**src/rtl/adc_scan_sequencer.sv**
```systemverilog
// Periodic ADC scan sequencer: converts every enabled channel, keeps results in a register file, streams them out.
// Optional ADC_SCAN_AVG_EN: each channel is converted four times and the average is stored.

module adc_scan_sequencer (
    input  logic        clk,
    input  logic        reset,
    input  logic        scan_en,
    input  logic [7:0]  ch_mask,
    input  logic [15:0] period,
    output logic [2:0]  adc_chan,
    output logic        adc_start,
    input  logic        adc_done,
    input  logic [11:0] adc_result,
    input  logic [2:0]  rd_chan,
    output logic [11:0] rd_data,
    output logic        sample_valid,
    output logic [2:0]  sample_chan,
    output logic [11:0] sample_data,
    output logic        scan_done,
    output logic        timeout_err,
    input  logic        err_clr
);

    typedef enum logic [1:0] {IDLE, START, CONVERT, STORE} state_t;

    state_t      state;
    logic [15:0] period_cnt;
    logic [7:0]  mask_snap;
    logic [2:0]  ptr;
    logic [7:0]  conv_cnt;
    logic [11:0] regs [8];
`ifdef ADC_SCAN_AVG_EN
    logic [1:0]  pass;
    logic [13:0] acc;
    logic [13:0] sum_next;
`endif

    // Returns {found, index} of the lowest set bit of m at or above lo.
    function automatic logic [3:0] next_set(input logic [7:0] m, input logic [3:0] lo);
        logic [3:0] r;
        r = 4'b0000;
        for (int i = 7; i >= 0; i--)
            if (m[i] && (4'(i) >= lo)) r = {1'b1, 3'(i)};
        return r;
    endfunction

    logic [3:0] first_ch;
    logic [3:0] next_ch;
    logic       scan_go;
    logic       timeout;
    logic       chan_end;

    // NOTE: every signal here is assigned on every pass through the block, so no latch can be inferred.
    always_comb begin
        first_ch = next_set(ch_mask, 4'd0);
        next_ch  = next_set(mask_snap, {1'b0, ptr} + 4'd1);
        scan_go  = (state == IDLE) && scan_en && first_ch[3] && (period_cnt == 16'd0);
        timeout  = (state == CONVERT) && !adc_done && (conv_cnt == 8'd254);
        chan_end = (state == STORE) || timeout;
    end

`ifdef ADC_SCAN_AVG_EN
    assign sum_next = acc + {2'b00, adc_result};
`endif

    assign rd_data = regs[rd_chan];

    always_ff @(posedge clk or posedge reset) begin
        if (reset) begin
            state        <= IDLE;
            period_cnt   <= '0;
            mask_snap    <= '0;
            ptr          <= '0;
            conv_cnt     <= '0;
            adc_chan     <= '0;
            adc_start    <= 1'b0;
            sample_valid <= 1'b0;
            sample_chan  <= '0;
            sample_data  <= '0;
            scan_done    <= 1'b0;
            timeout_err  <= 1'b0;
            // NOTE: the register file must read back zero after reset, so it is built from resettable flops, not RAM.
            for (int i = 0; i < 8; i++) regs[i] <= '0;
`ifdef ADC_SCAN_AVG_EN
            pass         <= '0;
            acc          <= '0;
`endif
        end else begin
            // NOTE: non-blocking assignments, last one wins: pulses default low and a timeout overrides err_clr.
            adc_start    <= 1'b0;
            sample_valid <= 1'b0;
            scan_done    <= 1'b0;
            if (err_clr) timeout_err <= 1'b0;

            // Loaded one short: the reload cycle itself is the first cycle of the period.
            if (scan_go)
                period_cnt <= (period == 16'd0) ? 16'd0 : period - 16'd1;
            else if (period_cnt != 16'd0)
                period_cnt <= period_cnt - 16'd1;

            case (state)
                IDLE: begin
                    if (scan_go) begin
                        mask_snap <= ch_mask;
                        ptr       <= first_ch[2:0];
                        adc_chan  <= first_ch[2:0];
                        adc_start <= 1'b1;
                        state     <= START;
                    end
                end
                START: begin
                    conv_cnt <= '0;
                    state    <= CONVERT;
                end
                CONVERT: begin
                    if (adc_done) begin
`ifdef ADC_SCAN_AVG_EN
                        if (pass == 2'd3) begin
                            sample_valid <= 1'b1;
                            sample_chan  <= ptr;
                            sample_data  <= sum_next[13:2];
                            state        <= STORE;
                        end else begin
                            acc       <= sum_next;
                            pass      <= pass + 2'd1;
                            adc_start <= 1'b1;
                            state     <= START;
                        end
`else
                        sample_valid <= 1'b1;
                        sample_chan  <= ptr;
                        sample_data  <= adc_result;
                        state        <= STORE;
`endif
                    end else if (timeout) begin
                        timeout_err <= 1'b1;
                    end else begin
                        conv_cnt <= conv_cnt + 8'd1;
                    end
                end
                STORE: begin
                    regs[ptr] <= sample_data;
                end
            endcase

            // Channel finished (stored or timed out): advance within the snapshot or end the scan.
            if (chan_end) begin
`ifdef ADC_SCAN_AVG_EN
                pass <= '0;
                acc  <= '0;
`endif
                if (scan_en && next_ch[3]) begin
                    ptr       <= next_ch[2:0];
                    adc_chan  <= next_ch[2:0];
                    adc_start <= 1'b1;
                    state     <= START;
                end else begin
                    scan_done <= scan_en;
                    state     <= IDLE;
                end
            end
        end
    end

endmodule

```
**config.mk**
```make
export PLATFORM = sky130hd
export DESIGN_NAME = adc_scan_sequencer
export DESIGN_NICKNAME = d
export VERILOG_FILES = /design/src/rtl/adc_scan_sequencer.sv
export SDC_FILE = /design/constraint.sdc
export NUM_CORES = 1
export LEC_CHECK = 0
export CORE_AREA = 2 2 130 132
export CTS_CLUSTER_DIAMETER = 80
export DETAILED_ROUTE_END_ITERATION = 8
export DIE_AREA = 0 0 132 134
export DONT_BUFFER_PORTS = 1
export HOLD_SLACK_MARGIN = 0.03
export PLACE_DENSITY_LB_ADDON = 0.25
export SYNTH_ARGS = -nofsm -noshare
export SYNTH_HDL_FRONTEND = slang
export SYNTH_SLANG_ARGS = --single-unit
```
**constraint.sdc**
```tcl
create_clock -name clk -period 6.8 [get_ports clk]
set_input_delay 1.36 -clock clk [delete_from_list [all_inputs] [get_ports clk]]
set_output_delay 1.36 -clock clk [all_outputs]
set_load 0.05 [all_outputs]
```
* Yosys cells after proc, flatten, opt, wreduce, memory -nomap -nowiden *
Index checks and enable logic that the tools add are counted.

word-level totals
  register bits = 155
  input port bits = 44
  output and inout bits = 34
  logic and storage cells = 126

cells by class
  add/sub/neg operators = 4
  order comparisons = 11
  eq/ne operators = 8
  mux-type cells = 53
  bitwise logic cells = 2
  reduce and logical (&&, ||, !) cells = 28

operators with widths
  cell                   number
  $bwmux 96              1
  $mux 4                 16
  $mux 16                3
  $bmux 12 s3            1
  $demux 12 s3           1
  $mux 12                3
  $logic_not 16->1       2
  $sub 16x1->16 const B  2
  $mux 3                 8
  $ge 3x4->1 const A     4
  $mux 8                 2
  $pmux 8 s2             1
  $reduce_bool 16->1     1
  $logic_and 1x1->1      15
  $mux 1                 13
  $add 8x1->8 const B    1
  $eq 8x8->1 const B     1
  $ge 1x4->1 const A     2
  $ge 2x4->1 const A     2
  $ge 4x4->1 const B     2
  $not 3->4              2
  $mux 2                 3
  $ne 3x3->1 const B     2
  $pmux 2 s3             1
  12 further kinds       17

* Depth between registers and ports, before layout *
Gate-level depths: netlist of run 1.

  depth in word-level cells = 14
  gate-level depth with buffers = 10
  depth with buffers taken out = 8

* Least setup slack after synthesis of run 1 *
Ideal clock, no wire load.

  path type = in2out
  start = input port rd_chan[0]
  end = output port rd_data[0]
  data arrival time = 3.151 ns
  slack = 2.289 ns
  stages on the path = 4
  path through = clkbuf_1 -> buf_1 -> mux4_2 -> mux2_2

between the ends
  longest elaborated chain between the ends = 4

RTL lines
  item                                         RTL line  text
  start, declared                              14        input logic [2:0] rd_chan,
  $not 3->4 (implied by the code)              66        assign rd_data = regs[rd_chan];
  $bmux 12 s3                                  66
  $mux 12 (implied by the code) (2 in series)  66
  end, declared                                15        output logic [11:0] rd_data,

Every way passes these cells. The select of a mux whose other input is x is not followed.

* Worst setup path in the final report of run 1 *
  start = input port rd_chan[0]
  end = output port rd_data[9]

Same word-level chain as after synthesis.

==> reports/metrics.sh, run 1 <==
STATUS='finished, final reports clean'
GRT_START_MAX_NET_PINS=101
CRITICAL_PATH_BUF_INV_COUNT=0
CRITICAL_PATH_REQUIRED_NS=5.44
SYNTH.AVG_CELL_AREA_UM2=12.7
TIMING.HOLD.WORST.CLASS='register to register'
SETUP_VIOLATIONS=0
POST-ROUTE-UTIL_PCT=51.5
SYNTH_SEQUENTIAL_AREA_RATIO_PCT=51.3
CRITICALPATHCATEGORY='input pin to output port'
ANTENNA_VIOLATION_NET_COUNT_AFTER_DETAILED_ROUTING=0
STANDARD_CELL_CORE_AREA_MM2=0.0163
ARRIVAL_NS=2.26
YOSYS_WARNING_COUNT=0
FINISH.CELL_COUNT_WITHOUT_FILLERS=826
CRITICAL_PATH.STARTPOINT_TYPE='input pin'
VIA_PER_INST=5.68
NUMBER_OF_FLOPS_MAPPED_TO_ENABLE_CELLS_BY_YOSYS=0
GRT_USE_TOTAL_PCT=18.8
GRT_PASS1_WL_MM=26.1
CLOCK_TREE.ROOT_CELL='sky130_fd_sc_hd__clkbuf_16'
LAYOUT-AREA-OVERHEAD-VS-SYNTH_PCT=10.9
SYNTH_SEQ_CELLS=155
WORST_SLEW_PIN_SLEW_NS=0.975
POST-ROUTE-DRC-COUNT=0
SWITCHING_SHARE_PCT=32.7
DIE_HEIGHT_UM=134
SYNTH.CELL_AREA_MM2=0.00756
CTS-RESIZED-GATES=0
YS_ASYNC_SR_FRACTION_PCT=100
TRITONCTS='yes'
CLOCK_INSERTION_DELAY_WORST_SKEW_NS=0.42
FRACTION_OF_FINAL_LAYOUT_CELLS_WITH_DRIVE_STRENGTH_GREATER_THAN_1_PCT=32.3
CTS.PATH.MAX_BUFFERS=2
CTS-HOLD-FIX-BUFFERS=0
DRT_ITER0_DRC=168
FP.DIEAREA_MM2=0.0177
CLOCK_POWER_SHARE_PCT=32.5
IO_PINS=78
CRITICAL_PATH.MAX_STAGE_DELAY_NS=0.48
FLOORPLAN.ROWS=47
CTS.CLK_SLEW.WORST_PATHS_NS=0.06
TOTAL_SWITCHING_POWER_uW=961
FINAL_NETS=647
DIE_BOUNDARY_WIDTH_UM=132
TIMING.SLEW.HEADROOM_PCT=34.7
HIGHEST_IR_DROP_SEEN_ON_VDD_uV=203
PLACE_CONGESTION=0.807
CLOCK-SKEW-FINAL_NS=0.0111
UNREPAIRED_SETUP_ENDPOINTS_AFTER_GLOBAL_ROUTING='false'
POWER_FRAC_SEQ_PCT=49.7
FLIP_FLOP_CELL_WITH_THE_HIGHEST_COUNT_AFTER_SYNTHESIS='sky130_fd_sc_hd__dfrtp_1'
CP_TOP_FAMILY='multiplexers'
PATH_CELLS='mux4_2 > mux2_2'
FINALPOWER_mW=2.94
HOLD_VIOL=0
HPWLAFTERDP_MM=10.2
DETAIL_ROUTE.WIRELENGTH_MM=15.5
MOSTFREQUENTLAYOUTCELL='sky130_fd_sc_hd__dfrtp_1'
PLACE.PORT_BUFFERS=0
CTS.SINK_COUNT=155
LAYOUT.CELLS.MOST_COMMON_LIST='sky130_fd_sc_hd__dfrtp_1 (155), sky130_fd_sc_hd__mux2_2 (129), sky130_fd_sc_hd__nand2_1 (34)'
TNS_NS=0
SLEW_VIOLATIONS=0
CRITICAL_PATH.MAX_FANOUT=24
DETAILROUTE.VIA_COUNT=4693
CAP_VIOL_MAX_COUNT=0
INITIAL_CORE_UTIL_PCT=46.4
CRITICAL_PATH.SLOWEST_CELL='sky130_fd_sc_hd__mux4_2'
TRITONCTS.NUM_BUFFERS=17
SYNTH_NETS=649
MIN_PERIOD_NS=3.62
COMB_POWER_SHARE_PCT=17.8
ANTENNA_CELLS=0
ANTENNA_FOUND_INITIAL=1
SYNTHESIS.INSTANCES=595
INTPOWER_mW=1.98
DRTPASS1ITERATIONS=4
FIRST_GLOBAL_VIAS=4911
ACHIEVABLE-FREQUENCY_MHz=276
STATIC-LEAKAGE-POWER_nW=3.77
CLOCK_TREE.HTREE_LEVEL_COUNT=4
POWER.DENSITY_CELL_AREA_mW_PER_MM2=351
TIMING.CRITICAL_PATH.TO_TYPE='output port'
DP_CELLS=794
FINALCRITPERIODSHARE_PCT=53.2
YS_TYPES=51
POST_DRT_WL_PER_CELL_UM=18.8
POSTCTSSETUPBUFFERS=0
FILLERS=1413
GRT-OVFL-TOTAL=0
## cells in the mapped netlist, drive strengths merged, types with 4 or more instances
master	number	area share, %
or2	4	0.33
mux2	129	19
ha	10	1.7
or3	8	0.73
o21ai	24	1.6
buf	9	0.58
nor2	23	1.1
nand2	34	1.7
nand3	9	0.60
nor2b	7	0.58
nor3	16	1.1
nand2b	6	0.50
mux4	24	7.1
clkbuf	17	0.84
dfrtp	155	51
nor4	6	0.50
xnor2	11	1.3
a21o	4	0.40
a21oi	22	1.5
or4	6	0.65
xor2	12	1.4
inv	14	0.70
## power groups by stage
stage               Combinational (mW)  Sequential (mW)  Clock [mW]
finish                           0.523             1.46       0.956
global route                     0.568             1.50        1.01
CTS                              0.532             1.46       0.975
detailed placement               0.531             1.48           0
global placement                 0.512             1.46           0
floorplan                        0.467             1.40           0
## path summary, 6_finish.rpt
check	from	endpoint	slack [ns]	cells past startpoint
min	period_cnt[0]	period_cnt[0]	0.47	1
max	rd_chan[0]	rd_data[9]	3.18	2
max reg2reg	period_cnt[0]	state[0]	3.65	8
max in group asynchronous	reset	timeout_err	4.50	2
min reg2reg	period_cnt[0]	period_cnt[0]	0.47	1
min in group asynchronous	reset	adc_start	0.95	1
## area by class of cell
class,instances,area [um^2],area share (%)
tap,220,275,3.28
clock inverter,10,141,1.69
clock buffer,22,454,5.42
sequential,155,3880,46.3
timing repair buffer,5,37.5,0.448
inverter,15,61.3,0.731
multi-input combinational,399,3540,42.2
## cell families after synthesis
kind of cell | after synthesis | share of synthesized area, %
adder cells (fa/ha/maj) | 10 | 1.66
buffers and inverters | 41 | 2.17
multiplexers | 156 | 26.8
AO/OA/AOI/OAI | 75 | 6.14
AND/OR/NAND/NOR | 135 | 9.30
flip-flops | 155 | 51.3
XOR/XNOR | 23 | 2.66
## sequential cells by signal (all words and copies together) (netlist names)
signal	flops
sample_valid	1
period_cnt	16
adc_start	1
conv_cnt	8
sample_chan	3
regs	96
scan_done	1
timeout_err	1
ptr	3
mask_snap	8
state	2
adc_chan	3
sample_data	12
## per-stage QoR
step	hold slack, ns	worst slack [ns]	area [um^2]
2_1_floorplan	0.439	1.26	7560
6_report	0.473	3.18	8390
5_1_grt	0.506	3.17	8390
3_5_place_dp	0.470	3.19	7790
4_1_cts	0.479	3.18	8390
3_3_place_gp	0.461	3.20	7790
## metal layers
| layer | vias up | global-route usage, % | part of all wire [%] |
|---|---|---|---|
| li1 | 2179 | - | - |
| met4 | 2 | 6.52 | 1.6 |
| met1 | 2395 | 24.4 | 44 |
| met3 | 17 | 4.35 | 4.3 |
| met2 | 100 | 31.4 | 50 |
| met5 | - | 0 | 0.10 |
Power figures use the tool's default switching activity.
==> run 2: changes to the inputs <==
==> constraint.sdc (replaced) <==
create_clock -name clk -period 3.3 [get_ports clk]
set_input_delay 0.66 -clock clk [delete_from_list [all_inputs] [get_ports clk]]
set_output_delay 0.66 -clock clk [all_outputs]
set_load 0.05 [all_outputs]
==> reports/metrics.sh, run 2 (synthesis gave the netlist of run 1 again) <==
LAYOUT.CELLS.MOST_COMMON_LIST='sky130_fd_sc_hd__dfrtp_1 (155), sky130_fd_sc_hd__mux2_2 (129), sky130_fd_sc_hd__nand2_1 (34)'
CAP_VIOL_MAX_COUNT=0
FLOORPLAN.ROWS=47
TOP_USAGE_LAYER='met2'
POST-ROUTE-DRC-COUNT=0
TNS_NS=0
FRACTION_OF_FINAL_LAYOUT_CELLS_WITH_DRIVE_STRENGTH_GREATER_THAN_1_PCT=33.8
CRITICALPATHCATEGORY='register to register'
ANTENNA_FOUND_INITIAL=0
CLOCK-SKEW-FINAL_NS=0.00794
FP.DIEAREA_MM2=0.0177
CRITICAL_PATH.MAX_FANOUT=11
LAYOUT-AREA-OVERHEAD-VS-SYNTH_PCT=11.7
LARGEST_REGISTER_FF_COUNT=96
ARRIVAL_NS=3.43
GRT.MET1_USAGE_PCT=24.6
FINALCRITPERIODSHARE_PCT=93.5
SETUP_VIOLATIONS=0
CLOCK_TREE.ROOT_CELL='sky130_fd_sc_hd__clkbuf_16'
POSTCTSSETUPBUFFERS=0
TOTAL_SWITCHING_POWER_mW=1.99
DRTPASS1ITERATIONS=4
HOLD_VIOL=0
UNREPAIRED_SETUP_ENDPOINTS_AFTER_GLOBAL_ROUTING='false'
FINAL-SEQ-AREA_MM2=0.00388
DETAILROUTE.VIA_COUNT=4716
POWER_FRAC_SEQ_PCT=49.9
GR-USAGE-MET2_PCT=29.5
STATUS='finished, final reports clean'
MIN_PERIOD_NS=3.09
SLEW_VIOLATIONS=0
WORST_SLEW_PIN_SLEW_NS=0.855
TRITONCTS.NUM_BUFFERS=17
FINAL_CELL_AREA_MM2=0.00844
TIMING.CRITICAL_PATH.TO_TYPE='register'
STATIC-LEAKAGE-POWER_nW=3.81
GLOBAL_ROUTE.USAGE.MET3_PCT=5.52
CTS.SINK_COUNT=155
FINALWORSTSETUPSLACK_NS=0.213
VIA_PER_INST=5.66
POWER.DENSITY_CELL_AREA_mW_PER_MM2=711
ANTENNA_VIOLATION_NET_COUNT_AFTER_DETAILED_ROUTING=0
TIMING.RR.START='period_cnt[0]'
CLOCK_INSERTION_DELAY_WORST_SKEW_NS=0.42
DRT_ITER0_DRC=220
TIMING.HOLD.WS_NS=0.300
HIGHEST_IR_DROP_SEEN_ON_VDD_uV=512
ACHIEVABLE-FREQUENCY_MHz=324
PLACE.PORT_BUFFERS=0
POST_DRT_WL_PER_CELL_UM=18.4
STANDARD_CELL_CORE_AREA_MM2=0.0163
GRT_USE_TOTAL_PCT=18.5
GRT_PASS1_WL_MM=25.5
DETAIL_ROUTE.WIRELENGTH_MM=15.3
COMB_POWER_SHARE_PCT=18.3
CRITICAL_PATH_REQUIRED_NS=3.64
CTS.PATH.MAX_BUFFERS=2
CLOCK_TREE.HTREE_LEVEL_COUNT=4
IO_PINS=78
FILLERS=1411
POST-ROUTE-UTIL_PCT=51.8
PLACEDINSTANCEAREA_MM2=0.00786
TIMING.HOLD.WORST.CLASS='input pin to async pin'
MULTI_INPUT_AREA_MM2=0.00354
REGISTER_WITH_THE_MOST_FLIP_FLOPS='regs'
CTS-RESIZED-GATES=0
CLOCK_POWER_SHARE_PCT=31.8
DIE_HEIGHT_UM=134
GRT_START_MAX_NET_PINS=156
WORST_R2R_DST='state[0]'
TIMING.SLEW.HEADROOM_PCT=43.0
TRITONCTS='yes'
FIRST_GLOBAL_VIAS=4922
ANTENNA_CELLS=0
MOSTFREQUENTLAYOUTCELL='sky130_fd_sc_hd__dfrtp_1'
R2R.WORST_PATH.CELLS=8
DIE_BOUNDARY_WIDTH_UM=132
INTPOWER_mW=4.01
CTS.CLK_SLEW.WORST_PATHS_NS=0.06
FINAL_NETS=655
CRITICAL_PATH.STARTPOINT_TYPE='register'
SWITCHING_SHARE_PCT=33.1
REGS_BY_FF_COUNT='regs: 96 flops, period_cnt: 16 flops, sample_data: 12 flops'
DETAILEDPLACE.WORSTSLACK_NS=0.209
HPWLAFTERDP_MM=10.1
CTS-HOLD-FIX-BUFFERS=0
PLACE_CONGESTION=0.854
INITIAL_CORE_UTIL_PCT=46.4
WORST_CASE_REGISTER_TO_REGISTER_SETUP_SLACK_NS=0.21
GRT-OVFL-TOTAL=0
==> run 2: worst max-delay path by stage <==
stage                  start         end  slack (ns)  cells past startpoint
2_1_floorplan     rd_chan[0]  rd_data[0]        0.19                      4
3_3_place_gp   period_cnt[0]    state[0]        0.33                      8
3_5_place_dp   period_cnt[0]    state[0]        0.21                      8
4_1_cts        period_cnt[0]    state[0]        0.19                      8
5_1_grt        period_cnt[0]    state[0]        0.10                      8
6_report       period_cnt[0]    state[0]        0.21                      8
==> run 2: worst max-delay path: stages (launching register included) <==
cell,delay (ns)
sky130_fd_sc_hd__dfrtp_1,0.40
sky130_fd_sc_hd__inv_1,0.08
sky130_fd_sc_hd__ha_1,0.18
sky130_fd_sc_hd__or4b_1,0.46
sky130_fd_sc_hd__or4b_1,0.64
sky130_fd_sc_hd__or3_4,0.51
sky130_fd_sc_hd__a21oi_1,0.24
sky130_fd_sc_hd__mux2_2,0.36
sky130_fd_sc_hd__o21ai_0,0.14
==> run 2: cell type report <==
type,instances,share of cell area (%)
clock buffer,18,5.20
clock inverter,13,1.67
inverter,15,0.711
multi-input combinational,399,41.9
sequential,155,45.9
tap,220,3.26
timing repair buffer,13,1.30
==> run 2: through the flow <==
| stage | instances | power, mW |
|---|---|---|
| 3_5_place_dp | 802 | 4.15 |
| 4_1_cts | 833 | 6.08 |
| 2_1_floorplan | 595 | 3.85 |
| 3_3_place_gp | 802 | 4.06 |
| 6_report | 833 | 6.00 |
| 5_1_grt | 833 | 6.30 |
==> run 2: metal layers <==
metal / vias to the layer above / part of all wire [%] / routed length [um]
met4: 0 / 1.2 / 180
met1: 2421 / 46 / 7010
met3: 14 / 4.5 / 694
met5: - / 0 / 0
met2: 94 / 49 / 7450
li1: 2187 / - / -
==> run 2: power by group through the flow <==
stage | combinational (mW) | sequential [mW] | clock [mW]
2_1_floorplan | 0.962 | 2.89 | 0
6_report | 1.10 | 3.00 | 1.91
4_1_cts | 1.12 | 3.00 | 1.96
3_5_place_dp | 1.11 | 3.03 | 0
3_3_place_gp | 1.07 | 2.99 | 0
5_1_grt | 1.19 | 3.06 | 2.05
